--- config.mk ---
export PLATFORM = sky130hd
export DESIGN_NAME = stopwatch_lap_ctrl
export DESIGN_NICKNAME = d
export VERILOG_FILES = /design/src/rtl/stopwatch_lap_ctrl.sv
export SDC_FILE = /design/constraint.sdc
export NUM_CORES = 1
export LEC_CHECK = 0
export BUFFER_PORTS_ARGS = -buffer_cell sky130_fd_sc_hd__buf_2
export CAP_MARGIN = 25
export CORE_MARGIN = 2
export CORE_UTILIZATION = 49
export CTS_CLUSTER_SIZE = 28
export DETAILED_ROUTE_END_ITERATION = 8
export PLACE_DENSITY = 0.76
export RECOVER_POWER = 100
export SYNTH_ARGS = -nofsm -noshare
export SYNTH_HDL_FRONTEND = slang
export SYNTH_SLANG_ARGS = --single-unit
--- constraint.sdc ---
create_clock -name clk -period 2.88 [get_ports clk]
set_clock_uncertainty 0.2 [all_clocks]
set_input_delay 0.288 -clock clk [delete_from_list [all_inputs] [get_ports clk]]
set_output_delay 0.288 -clock clk [all_outputs]
set_load 0.02 [all_outputs]
--- src/rtl/stopwatch_lap_ctrl.sv ---
// Stopwatch control: button/UART command arbitration, run/stop/clear FSM,
// lap capture with a saturating lap counter, and live/lap display mux.
module stopwatch_lap_ctrl #(
  parameter int unsigned LAP_CNT_W = 4
) (
  input  logic                 clk,
  input  logic                 rst,
  input  logic                 btn_runstop,
  input  logic                 btn_clear,
  input  logic                 btn_lap,
  input  logic [7:0]           uart_rx,
  input  logic                 uart_rx_done,
  input  logic [6:0]           msec,
  input  logic [5:0]           sec,
  input  logic [5:0]           min,
  input  logic [4:0]           hour,
  output logic                 o_runstop,
  output logic                 o_clear,
  output logic [6:0]           disp_msec,
  output logic [5:0]           disp_sec,
  output logic [5:0]           disp_min,
  output logic [4:0]           disp_hour,
  output logic                 lap_active,
  output logic [LAP_CNT_W-1:0] lap_count
);

  typedef enum logic [1:0] {CmdNone, CmdRunStop, CmdClear, CmdLap} cmd_e;
  typedef enum logic [2:0] {StStop, StRun, StLapRun, StLapStop, StClr} state_e;

  localparam logic [LAP_CNT_W-1:0] LapMax = '1;
  localparam logic [LAP_CNT_W-1:0] LapOne = LAP_CNT_W'(1);

  state_e     state_q, state_d;
  cmd_e       pend_q, pend_d;
  cmd_e       uart_cmd, btn_cmd, exec_cmd;
  logic       capture, clear_laps;
  logic [6:0] lap_msec_q;
  logic [5:0] lap_sec_q;
  logic [5:0] lap_min_q;
  logic [4:0] lap_hour_q;

  // Unrecognised bytes decode to CmdNone and so never reach the pending slot.
  always_comb begin
    uart_cmd = CmdNone;
    if (uart_rx_done) begin
      unique case (uart_rx)
        8'h52, 8'h72: uart_cmd = CmdRunStop;
        8'h43, 8'h63: uart_cmd = CmdClear;
        8'h4C, 8'h6C: uart_cmd = CmdLap;
        default:      uart_cmd = CmdNone;
      endcase
    end
  end

  always_comb begin
    btn_cmd = CmdNone;
    if (btn_runstop)    btn_cmd = CmdRunStop;
    else if (btn_clear) btn_cmd = CmdClear;
    else if (btn_lap)   btn_cmd = CmdLap;
  end

  // Buttons win; UART waits in a 1-deep slot, newest UART command wins the slot.
  always_comb begin
    exec_cmd = CmdNone;
    pend_d   = pend_q;
    if (state_q == StClr) begin
      if (uart_cmd != CmdNone) pend_d = uart_cmd;
    end else if (btn_cmd != CmdNone) begin
      exec_cmd = btn_cmd;
      if (uart_cmd != CmdNone) pend_d = uart_cmd;
    end else if (pend_q != CmdNone) begin
      exec_cmd = pend_q;
      pend_d   = uart_cmd;
    end else begin
      exec_cmd = uart_cmd;
    end
  end

  always_comb begin
    state_d    = state_q;
    capture    = 1'b0;
    clear_laps = 1'b0;
    unique case (state_q)
      StStop: begin
        if (exec_cmd == CmdRunStop) begin
          state_d = StRun;
        end else if (exec_cmd == CmdClear) begin
          state_d    = StClr;
          clear_laps = 1'b1;
        end
      end
      StRun: begin
        if (exec_cmd == CmdRunStop) begin
          state_d = StStop;
        end else if (exec_cmd == CmdLap) begin
          state_d = StLapRun;
          capture = 1'b1;
        end
      end
      StLapRun: begin
        if (exec_cmd == CmdLap)           capture = 1'b1;
        else if (exec_cmd == CmdRunStop)  state_d = StLapStop;
        else if (exec_cmd == CmdClear)    state_d = StRun;
      end
      StLapStop: begin
        if (exec_cmd == CmdRunStop)       state_d = StLapRun;
        else if (exec_cmd == CmdClear)    state_d = StStop;
      end
      StClr:   state_d = StStop;
      default: state_d = StStop;
    endcase
  end

  // Outputs are registered from the next state so they follow the execute edge.
  always_ff @(posedge clk) begin
    if (rst) begin
      state_q    <= StStop;
      pend_q     <= CmdNone;
      o_runstop  <= 1'b0;
      o_clear    <= 1'b0;
      lap_active <= 1'b0;
      lap_count  <= '0;
      lap_msec_q <= '0;
      lap_sec_q  <= '0;
      lap_min_q  <= '0;
      lap_hour_q <= '0;
    end else begin
      state_q    <= state_d;
      pend_q     <= pend_d;
      o_runstop  <= (state_d == StRun) || (state_d == StLapRun);
      o_clear    <= (state_d == StClr);
      lap_active <= (state_d == StLapRun) || (state_d == StLapStop);
      if (clear_laps) begin
        lap_count  <= '0;
        lap_msec_q <= '0;
        lap_sec_q  <= '0;
        lap_min_q  <= '0;
        lap_hour_q <= '0;
      end else if (capture) begin
        if (lap_count != LapMax) lap_count <= lap_count + LapOne;
        lap_msec_q <= msec;
        lap_sec_q  <= sec;
        lap_min_q  <= min;
        lap_hour_q <= hour;
      end
    end
  end

  always_comb begin
    if (lap_active) begin
      disp_msec = lap_msec_q;
      disp_sec  = lap_sec_q;
      disp_min  = lap_min_q;
      disp_hour = lap_hour_q;
    end else begin
      disp_msec = msec;
      disp_sec  = sec;
      disp_min  = min;
      disp_hour = hour;
    end
  end

endmodule

==> run summary, run 1 <==
accumulated negative setup slack -> 0 ns
final WL -> 3.48 mm
Final Cycle Share -> 0.834
Routed met3 length -> 186 um
Max-Cap Viols -> 0
minimum period implied by the final worst setup slack -> 2.40 ns
post-synthesis simple-gate area fraction -> 0.201
clock-pin slew reported for the worst setup and hold paths after clock tree synthesis -> 0.07 ns
highest ir drop seen on vdd -> 0.409 mV
total congestion overflow -> 0
setup violation total in the final timing report -> 0
cell type with the largest total area after synthesis -> sky130_fd_sc_hd__dfxtp_1
Synth Area in Adders -> 0.00647
first-pass GRT wire length -> 5.55 mm
count of flip-flops with a built-in enable after synthesis -> 0
minimum setup slack in the final design -> 0.478 ns
most frequent cell after synthesis -> sky130_fd_sc_hd__dfxtp_1
combined area of all synthesized cells -> 1930 um2
number of antenna repair diodes -> 0
number of H-tree levels -> 2
clock tree from TritonCTS -> built
number of routed nets with antenna violations -> 0
final instance area -> 2310 um2
depth of the most critical reg-to-reg path -> 6
post-synth net total -> 218
endpoint of the worst-slack reg-to-reg timing path -> lap_hour_q[4]
max-slew violation count -> 0
post-detail-place hpwl -> 2.59 mm
Fillers -> 350
Die Height -> 66.8 um
RSZ-0062 raised after global routing -> no
row cnt -> 22
transition time at the pin with the least slew margin -> 0.448 ns
reported leakage power -> 0.861 nW
total number of vias -> 1504
class of the worst hold path -> in2reg
buffers from clock root to sink, at most -> 2
Seq cells post-synth -> 36
power per cell area -> 511 nW/um2
classification of the worst setup path -> reg2reg
share of async-settable or async-resettable flops after synthesis -> 0
Resized Gates After CTS -> 0
Synth area leaders -> sky130_fd_sc_hd__dfxtp_1 (37%), sky130_fd_sc_hd__mux2_2 (14%), sky130_fd_sc_hd__mux2i_1 (13%), sky130_fd_sc_hd__nor2_2 (6.5%), sky130_fd_sc_hd__buf_12 (4.1%)
post-detailed-route wirelength per cell -> 11.7 um
final hold violation count -> 0
critical path endpoint category -> register
IO buf count -> 67
I/O pins -> 69
Synth Area per Inst -> 10.8 um2
Worst setup startpoint -> pend_q[0]
number of global-route vias before repair -> 1246
core outline area -> 3720 um2
TritonCTS sink count -> 36
number of buffers created by CTS -> 5
length of the first detailed-routing pass in iterations -> 4
Net count, final -> 286
Worst Setup Start Kind -> register
total routed wire length on the met1 layer -> 1.72 mm
highest metal layer with signal wires -> met4
main combinational cell family by area after synthesis -> multiplexers
instance count of the mapped netlist -> 179
initial antenna violation count -> 0
post-route total power -> 1.18 mW
floorplan die area -> 4460 um2
total length of routed met2 wires -> 1.55 mm
ranking of synthesized cells by instance count -> sky130_fd_sc_hd__dfxtp_1 (36), sky130_fd_sc_hd__mux2i_1 (25), sky130_fd_sc_hd__mux2_2 (24)
Post-Synth XOR/XNOR Area -> 0.0136
insertion delay of the later-clocked pin in the worst-skew pair -> 0.28 ns
initial core utilization -> 0.520
run status -> finished clean
count of yosys warnings during synthesis -> 0
highest clock frequency the design can meet -> 0.416 GHz
Crit Path Max Fanout -> 23
routability-driven placement congestion ratio -> 0.715
total global routing track utilization -> 0.164
CP endpoint -> lap_hour_q[4]
worst setup timing slack at the placement stage -> 0.479 ns
minimum setup slack among reg-to-reg paths -> 0.48 ns
most used flip-flop cell after synthesis -> sky130_fd_sc_hd__dfxtp_1
critical path arrival -> 2.37 ns
area growth from synthesis to layout -> 19.7%
multiplexer share of the synthesized area -> 0.269
Worst EP required -> 2.85 ns
origin of the critical flop-to-flop path -> pend_q[0]
Die W -> 66.8 um
largest net degree at the start of global routing -> 26
number of post-CTS setup repair buffers -> 0
fraction of layout instances using a drive strength above 1 -> 0.403
number of vias per cell after detailed routing -> 5.08
instance area after placement -> 2270 um2
DRC violation count after routing -> 0
worst max-slew margin expressed relative to the limit -> 0.701
cell at the root of the clock tree -> sky130_fd_sc_hd__clkbuf_8
count of different cell masters after synthesis -> 38
first-iteration detailed-routing DRC count -> 66
top-area cell type share of the netlist area -> 0.373
proportion of synthesized chip area in sequential cells -> 0.373
Min Hold Slack -> 0.0591 ns
Hold-fix buffers, CTS -> 0
Compound-Gate Fraction of Synth Area -> 0.0744
## final cells by class
| class | count | area (um2) | share of cell area |
|---|---|---|---|
| repair buffers | 72 | 347 | 0.150 |
| well taps | 48 | 60.1 | 0.0259 |
| clock inverters | 2 | 35.0 | 0.0151 |
| multi-input cells | 132 | 1080 | 0.466 |
| flip-flops and latches | 36 | 721 | 0.311 |
| clock buffers | 6 | 72.6 | 0.0314 |
## layer usage
| layer | global-route usage | vias to the layer above |
|---|---|---|
| met5 | 0 | - |
| met2 | 0.259 | 38 |
| met4 | 0.0510 | 0 |
| met1 | 0.213 | 683 |
| li1 | - | 779 |
| met3 | 0.0524 | 4 |
## metrics by stage
step / instances / utilization
6_report: 296 / 0.623
5_1_grt: 296 / 0.623
4_1_cts: 296 / 0.639
3_5_place_dp: 288 / 0.610
3_3_place_gp: 288 / 0.610
2_1_floorplan: 179 / -
## critical path, cell delays in order, from the launching register on
cell and delay, ns:
sky130_fd_sc_hd__dfxtp_1 0.34, sky130_fd_sc_hd__or4_1 0.57, sky130_fd_sc_hd__o22ai_4 0.20, sky130_fd_sc_hd__nor4b_2 0.44
sky130_fd_sc_hd__buf_12 0.25, sky130_fd_sc_hd__mux2i_1 0.25, sky130_fd_sc_hd__nor2_2 0.04
## worst min path at each step
stage | from | end | slack [ns] | cells after the start
2_1_floorplan | hour[0] | lap_hour_q[0] | 0.23 | 2
3_3_place_gp | lap_hour_q[2] | lap_hour_q[2] | 0.27 | 2
3_5_place_dp | lap_hour_q[1] | lap_hour_q[1] | 0.28 | 2
4_1_cts | min[0] | lap_min_q[0] | 0.05 | 3
5_1_grt | msec[3] | lap_msec_q[3] | 0.06 | 3
6_report | min[3] | lap_min_q[3] | 0.06 | 3
## report_power, final
part           internal, mW  leakage, nW  switching (mW)
clock                 0.257       0.0552           0.166
combinational        0.0987        0.515           0.133
sequential            0.516        0.292          0.0119
## flip-flops by register name, summed over array words and instances, names as in the netlist
signal,count
o_clear,1
lap_min_q,6
lap_active,1
lap_hour_q,5
pend_q,2
lap_msec_q,7
state_q,3
lap_sec_q,6
lap_count,4
o_runstop,1
## kinds of logic after synthesis
kind of cell / Yosys count
XOR/XNOR: 3
flip-flops: 36
AO/OA/AOI/OAI: 20
buffers and inverters: 11
adder cells (fa/ha/maj): 1
multiplexers: 49
AND/OR/NAND/NOR: 59
## cell usage in the layout, fill, tap and decap left out, types with 2 or more instances in the layout
cell                        synthesis  layout
sky130_fd_sc_hd__nor2_1            12      12
sky130_fd_sc_hd__buf_4              0       4
sky130_fd_sc_hd__mux2_2            24      24
sky130_fd_sc_hd__buf_2              0      36
sky130_fd_sc_hd__clkbuf_1           5      32
sky130_fd_sc_hd__nor4_1             2       2
sky130_fd_sc_hd__nand4bb_1          2       2
sky130_fd_sc_hd__clkbuf_8           0       5
sky130_fd_sc_hd__a21o_1             2       2
sky130_fd_sc_hd__xor2_1             2       2
sky130_fd_sc_hd__o21ai_0            5       5
sky130_fd_sc_hd__a21oi_1            7       7
sky130_fd_sc_hd__mux2i_1           25      25
sky130_fd_sc_hd__dfxtp_1           36      36
sky130_fd_sc_hd__nor3_1             8       9
sky130_fd_sc_hd__nor2_2            20      20
Note: power is estimated with default switching activity, not from simulation.
==> run 2, diff against run 1 <==
- clock period: 2.88 -> 2.5 ns (I/O delays scaled with it)
==> run 2 against run 1 <==
Against the previous run:
- core utilization grew 0.74 points
- non-clock buffer count down 1
- clock power up 30%
- setup slack lost 0.28 ns
- cell count fell by 0.34%
- sequential cell count unchanged
==> run summary, run 2 (same netlist as run 1, synthesis figures left out) <==
Die W -> 66.8 um (unchanged)
Final Cycle Share -> 0.919 (was 0.834)
minimum setup slack in the final design -> 0.202 ns (was 0.478 ns)
largest registers in the final layout -> lap_msec_q: 7 flops, lap_min_q: 6 flops, lap_sec_q: 6 flops (unchanged)
cell breakdown of the critical path -> or4_1 > o22ai_4 > nor4b_4 > buf_12 > mux2i_1 > nor2_2 (was or4_1 > o22ai_4 > nor4b_2 > buf_12 > mux2i_1 > nor2_2)
number of H-tree levels -> 2 (unchanged)
clock tree from TritonCTS -> built (unchanged)
number of cells on the worst hold path -> 3 (unchanged)
depth of the most critical reg-to-reg path -> 6 (unchanged)
row cnt -> 22 (unchanged)
critical path arrival -> 2.28 ns (was 2.37 ns)
Resized Gates After CTS -> 0 (unchanged)
Net count, final -> 285 (was 286)
number of vias per cell after detailed routing -> 5.19 (was 5.08)
insertion delay of the later-clocked pin in the worst-skew pair -> 0.28 ns (about the same)
first-pass GRT wire length -> 6.04 mm (was 5.55 mm)
worst max-slew margin expressed relative to the limit -> 0.589 (was 0.701)
first-iteration detailed-routing DRC count -> 43 (was 66)
worst hold endpoint -> lap_min_q[1] (was lap_min_q[3])
critical path endpoint category -> register (unchanged)
accumulated negative setup slack -> 0 ns (unchanged)
buffers and inverters on the worst path -> 1 (unchanged)
floorplan die area -> 4460 um2 (unchanged)
post-route total power -> 1.43 mW (was 1.18 mW)
Worst EP required -> 2.48 ns (was 2.85 ns)
leading cell types in the layout, fill and taps excluded -> sky130_fd_sc_hd__buf_2 (36), sky130_fd_sc_hd__dfxtp_1 (36), sky130_fd_sc_hd__clkbuf_1 (31) (was sky130_fd_sc_hd__buf_2 (36), sky130_fd_sc_hd__dfxtp_1 (36), sky130_fd_sc_hd__clkbuf_1 (32))
cell at the root of the clock tree -> sky130_fd_sc_hd__clkbuf_8 (unchanged)
power per cell area -> 611 nW/um2 (was 511 nW/um2)
largest stage delay on the critical path -> 0.58 ns (was 0.57 ns)
largest net degree at the start of global routing -> 29 (was 26)
hold wc startpoint -> min[1] (was min[3])
routability-driven placement congestion ratio -> 0.717 (was 0.715)
transition time at the pin with the least slew margin -> 0.616 ns (was 0.448 ns)
initial core utilization -> 0.520 (unchanged)
number of flip-flops in the largest register -> 7 (unchanged)
number of buffers created by CTS -> 5 (unchanged)
I/O pins -> 69 (unchanged)
Worst Setup Start Kind -> register (unchanged)
initial antenna violation count -> 0 (unchanged)
core utilization of the finished layout -> 0.630 (was 0.623)
class of the worst hold path -> in2reg (unchanged)
fraction of layout instances using a drive strength above 1 -> 0.405 (was 0.403)
Largest Register -> lap_msec_q (unchanged)
Crit Path Max Fanout -> 28 (was 23)
run status -> finished clean (unchanged)
number of post-CTS setup repair buffers -> 0 (unchanged)
post-detail-place hpwl -> 2.62 mm (was 2.59 mm)
highest ir drop seen on vdd -> 0.402 mV (was 0.409 mV)
final hold violation count -> 0 (unchanged)
endpoint of the worst-slack reg-to-reg timing path -> lap_msec_q[5] (was lap_hour_q[4])
number of antenna repair diodes -> 0 (unchanged)
minimum period implied by the final worst setup slack -> 2.30 ns (was 2.40 ns)
IO buf count -> 67 (unchanged)
final WL -> 3.65 mm (was 3.48 mm)
DRC violation count after routing -> 0 (unchanged)
classification of the worst setup path -> reg2reg (unchanged)
minimum setup slack among reg-to-reg paths -> 0.20 ns (was 0.48 ns)
TritonCTS sink count -> 36 (unchanged)
setup violation total in the final timing report -> 0 (unchanged)
highest clock frequency the design can meet -> 0.435 GHz (was 0.416 GHz)
number of global-route vias before repair -> 1441 (was 1246)
standard cell with the maximum stage delay on the critical path -> sky130_fd_sc_hd__or4_1 (unchanged)
number of routed nets with antenna violations -> 0 (unchanged)
worst setup timing slack at the placement stage -> 0.162 ns (was 0.479 ns)
Hold-fix buffers, CTS -> 0 (unchanged)
total number of vias -> 1531 (was 1504)
post-detailed-route wirelength per cell -> 12.4 um (was 11.7 um)
reported leakage power -> 0.872 nW (was 0.861 nW)
length of the first detailed-routing pass in iterations -> 4 (unchanged)
total global routing track utilization -> 0.175 (was 0.164)
origin of the critical flop-to-flop path -> pend_q[0] (unchanged)
max-slew violation count -> 0 (unchanged)
total congestion overflow -> 0 (unchanged)
clock-pin slew reported for the worst setup and hold paths after clock tree synthesis -> 0.07 ns (about the same)
Die Height -> 66.8 um (unchanged)
core outline area -> 3720 um2 (unchanged)
area growth from synthesis to layout -> 21.2% (was 19.7%)
RSZ-0062 raised after global routing -> no (unchanged)
Worst path top cell family by delay -> simple AND/OR/NAND/NOR gates (unchanged)
buffers from clock root to sink, at most -> 2 (unchanged)
Max-Cap Viols -> 0 (unchanged)
-- run 2: cell count changes in the layout (fill, tap and decap cells not counted), sizes merged --
cell	previous run	this run
buf	41	38
clkinv	1	0
clkbuf	37	40
-- run 2: per-layer routing --
layer,track usage,vias up,wire [um],share of wire
li1,-,779,-,-
met3,0.0574,5,191,0.052
met5,0,-,0,0
met4,0.0459,0,24,0.0066
met2,0.303,34,1780,0.49
met1,0.207,713,1660,0.45
-- run 2: per-stage QoR --
| stage | std cells | area (um2) | hold slack, ns |
|---|---|---|---|
| 2_1_floorplan | 179 | 1930 | 0.197 |
| 5_1_grt | 295 | 2340 | 0.0124 |
| 4_1_cts | 295 | 2400 | 0.0148 |
| 6_report | 295 | 2340 | 0.0166 |
| 3_3_place_gp | 287 | 2270 | 0.269 |
| 3_5_place_dp | 287 | 2270 | 0.281 |
-- run 2: worst max-delay path by stage --
stage                start       endpoint  slack (ns)  cells past startpoint
3_5_place_dp    uart_rx[4]  lap_msec_q[5]        0.16                      8
2_1_floorplan    pend_q[0]  lap_hour_q[4]        0.36                      7
3_3_place_gp   btn_runstop   lap_count[2]        0.19                      8
6_report         pend_q[0]  lap_msec_q[5]        0.20                      6
4_1_cts          pend_q[0]  lap_msec_q[5]        0.23                      6
5_1_grt          pend_q[0]   lap_count[3]        0.08                      6
-- run 2: layout make-up --
class / instances / area [um2]
repair buffers: 71 / 347
clock inverters: 1 / 30.0
well taps: 48 / 60.1
flip-flops and latches: 36 / 721
fillers: 340 / 1370
multi-input cells: 132 / 1090
clock buffers: 7 / 96.3
-- run 2: worst min-delay path: stages --
cell and delay [ns]:
sky130_fd_sc_hd__buf_2 0.08, sky130_fd_sc_hd__mux2i_1 0.07, sky130_fd_sc_hd__nor2_2 0.07
-- run 2: where the power goes --
part           switching (mW)  internal [mW]
logic                   0.157          0.116
clock network           0.197          0.352
registers              0.0140          0.595
==> run 3, diff against run 2 <==
- BUFFER_PORTS_ARGS: -buffer_cell sky130_fd_sc_hd__buf_2 -> -buffer_cell sky130_fd_sc_hd__buf_4
==> run 3 against run 2 <==
Against the previous run:
- wire length increased by 4.8%
- setup slack improved by 0.034 ns
- core utilization is 2.3 points higher
- non-clock buffer count is 3 higher
- critical path depth increased by 1
- sequential cell count unchanged
- register-to-register slack improved by 0.03 ns
- final area increased by 3.6%
- critical path type unchanged
==> run summary, run 3 (same netlist as run 1, synthesis figures left out) <==
run status -> finished clean (unchanged)
number of H-tree levels -> 2 (unchanged)
critical path endpoint category -> register (unchanged)
TritonCTS sink count -> 36 (unchanged)
Max-Cap Viols -> 0 (unchanged)
length of the first detailed-routing pass in iterations -> 4 (unchanged)
first-iteration detailed-routing DRC count -> 51 (was 43)
number of antenna repair diodes -> 0 (unchanged)
clock share of power -> 0.381 (was 0.384)
setup violation total in the final timing report -> 0 (unchanged)
critical path arrival -> 2.24 ns (was 2.28 ns)
internal power -> 1.08 mW (was 1.06 mW)
leading cell types in the layout, fill and taps excluded -> sky130_fd_sc_hd__buf_4 (38), sky130_fd_sc_hd__dfxtp_1 (36), sky130_fd_sc_hd__clkbuf_1 (32) (was sky130_fd_sc_hd__buf_2 (36), sky130_fd_sc_hd__dfxtp_1 (36), sky130_fd_sc_hd__clkbuf_1 (31))
insertion delay of the later-clocked pin in the worst-skew pair -> 0.28 ns (about the same)
number of flip-flops in the largest register -> 7 (unchanged)
RSZ-0062 raised after global routing -> no (unchanged)
final instance area -> 2430 um2 (was 2340 um2)
power per cell area -> 596 nW/um2 (was 611 nW/um2)
fraction of layout instances using a drive strength above 1 -> 0.356 (was 0.405)
number of buffers created by CTS -> 5 (unchanged)
number of routed nets with antenna violations -> 0 (unchanged)
Worst Setup Start Kind -> register (unchanged)
depth of the most critical reg-to-reg path -> 7 (was 6)
worst max-slew margin expressed relative to the limit -> 0.595 (was 0.589)
minimum period implied by the final worst setup slack -> 2.26 ns (was 2.30 ns)
largest net degree at the start of global routing -> 26 (was 29)
number of vias per cell after detailed routing -> 5.24 (was 5.19)
routability-driven placement congestion ratio -> 0.763 (was 0.717)
post-detailed-route wirelength per cell -> 12.8 um (was 12.4 um)
Largest Register -> lap_msec_q (unchanged)
fraction of power spent switching nets -> 0.253 (was 0.257)
Crit Path Max Fanout -> 10 (was 28)
accumulated negative setup slack -> 0 ns (unchanged)
I/O pins -> 69 (unchanged)
cell at the root of the clock tree -> sky130_fd_sc_hd__clkbuf_8 (unchanged)
total number of vias -> 1563 (was 1531)
sequential share of power -> 0.421 (was 0.426)
max-slew violation count -> 0 (unchanged)
Final Cycle Share -> 0.905 (was 0.919)
Net count, final -> 288 (was 285)
number of global-route vias before repair -> 1497 (was 1441)
total congestion overflow -> 0 (unchanged)
Die W -> 66.8 um (unchanged)
classification of the worst setup path -> reg2reg (unchanged)
total global routing track utilization -> 0.191 (was 0.175)
initial antenna violation count -> 0 (unchanged)
Comb pwr share -> 0.198 (was 0.190)
Die Height -> 66.8 um (unchanged)
transition time at the pin with the least slew margin -> 0.607 ns (was 0.616 ns)
P_sw -> 365 uW (was 368 uW)
highest clock frequency the design can meet -> 0.442 GHz (was 0.435 GHz)
final WL -> 3.83 mm (was 3.65 mm)
clock tree from TritonCTS -> built (unchanged)
initial core utilization -> 0.520 (unchanged)
buffers from clock root to sink, at most -> 2 (unchanged)
first-pass GRT wire length -> 6.51 mm (was 6.04 mm)
Worst EP required -> 2.48 ns (about the same)
number of cells on the worst hold path -> 3 (unchanged)
Resized Gates After CTS -> 0 (unchanged)
reported leakage power -> 0.920 nW (was 0.872 nW)
post-detail-place hpwl -> 2.77 mm (was 2.62 mm)
highest ir drop seen on vdd -> 0.566 mV (was 0.402 mV)
floorplan die area -> 4460 um2 (unchanged)
largest registers in the final layout -> lap_msec_q: 7 flops, lap_min_q: 6 flops, lap_sec_q: 6 flops (unchanged)
row cnt -> 22 (unchanged)
most common library cell in the layout ignoring fill and taps -> sky130_fd_sc_hd__buf_4
IO buf count -> 67 (unchanged)
clock-pin slew reported for the worst setup and hold paths after clock tree synthesis -> 0.07 ns (about the same)
core outline area -> 3720 um2 (unchanged)
DRC violation count after routing -> 0 (unchanged)
class of the worst hold path -> in2reg (unchanged)
area growth from synthesis to layout -> 25.5% (was 21.2%)
instance area after placement -> 2450 um2 (was 2270 um2)
final hold violation count -> 0 (unchanged)
-- run 3: worst max-delay path: stages (launching register included) --
cell	delay, ns
sky130_fd_sc_hd__dfxtp_1	0.34
sky130_fd_sc_hd__or4_1	0.57
sky130_fd_sc_hd__o22ai_4	0.14
sky130_fd_sc_hd__clkbuf_1	0.24
sky130_fd_sc_hd__and2_4	0.21
sky130_fd_sc_hd__a21o_1	0.18
sky130_fd_sc_hd__buf_4	0.20
sky130_fd_sc_hd__nor3_1	0.07
-- run 3: area by class of cell --
type / instances / area, um2
Clock inverter: 1 / 30.0
Clock buffer: 7 / 96.3
Tap cell: 48 / 60.1
Sequential cell: 36 / 721
Multi-Input combinational cell: 132 / 1060
Timing Repair Buffer: 74 / 460
Fill cell: 361 / 1290
-- run 3: path summary, 6_finish.rpt --
kind | startpoint | end | slack, ns
worst max-delay path | pend_q[0] | lap_count[3] | 0.24
worst min-delay path | msec[1] | lap_msec_q[1] | 0.01
worst max register to register | pend_q[0] | lap_count[3] | 0.24
worst min register to register | lap_min_q[2] | lap_min_q[2] | 0.29
-- run 3: metal layers --
metal  vias to the layer above  track usage  wire (um)
met5                         -            0          0
met1                       736        0.224       1690
li1                        784            -          -
met2                        39        0.333       1870
met3                         4       0.0541        230
met4                         0       0.0612         34
-- run 3: stage by stage --
step                      cells  utilization  power (mW)  setup slack [ns]  hold WS (ns)
after global placement      289        0.660       0.943             0.190         0.267
final                       298        0.653        1.45             0.236        0.0101
after CTS                   298        0.697        1.50             0.315       0.00827
after global routing        298        0.653        1.52             0.149       0.00577
after detailed placement    289        0.660       0.945             0.142         0.282
after floorplan             179            -       0.827             0.357         0.197
-- run 3: power by group through the flow --
stage	clock [mW]	combinational [mW]	sequential (mW)
floorplan	0	0.203	0.624
global placement	0	0.322	0.621
detailed placement	0	0.324	0.622
CTS	0.564	0.327	0.609
global route	0.600	0.313	0.612
finish	0.551	0.287	0.609
-- run 3: what timing repair did --
action	in CTS	in global routing
hold endpoints to repair	1	0
setup buffers	0	0
hold buffers	1	0
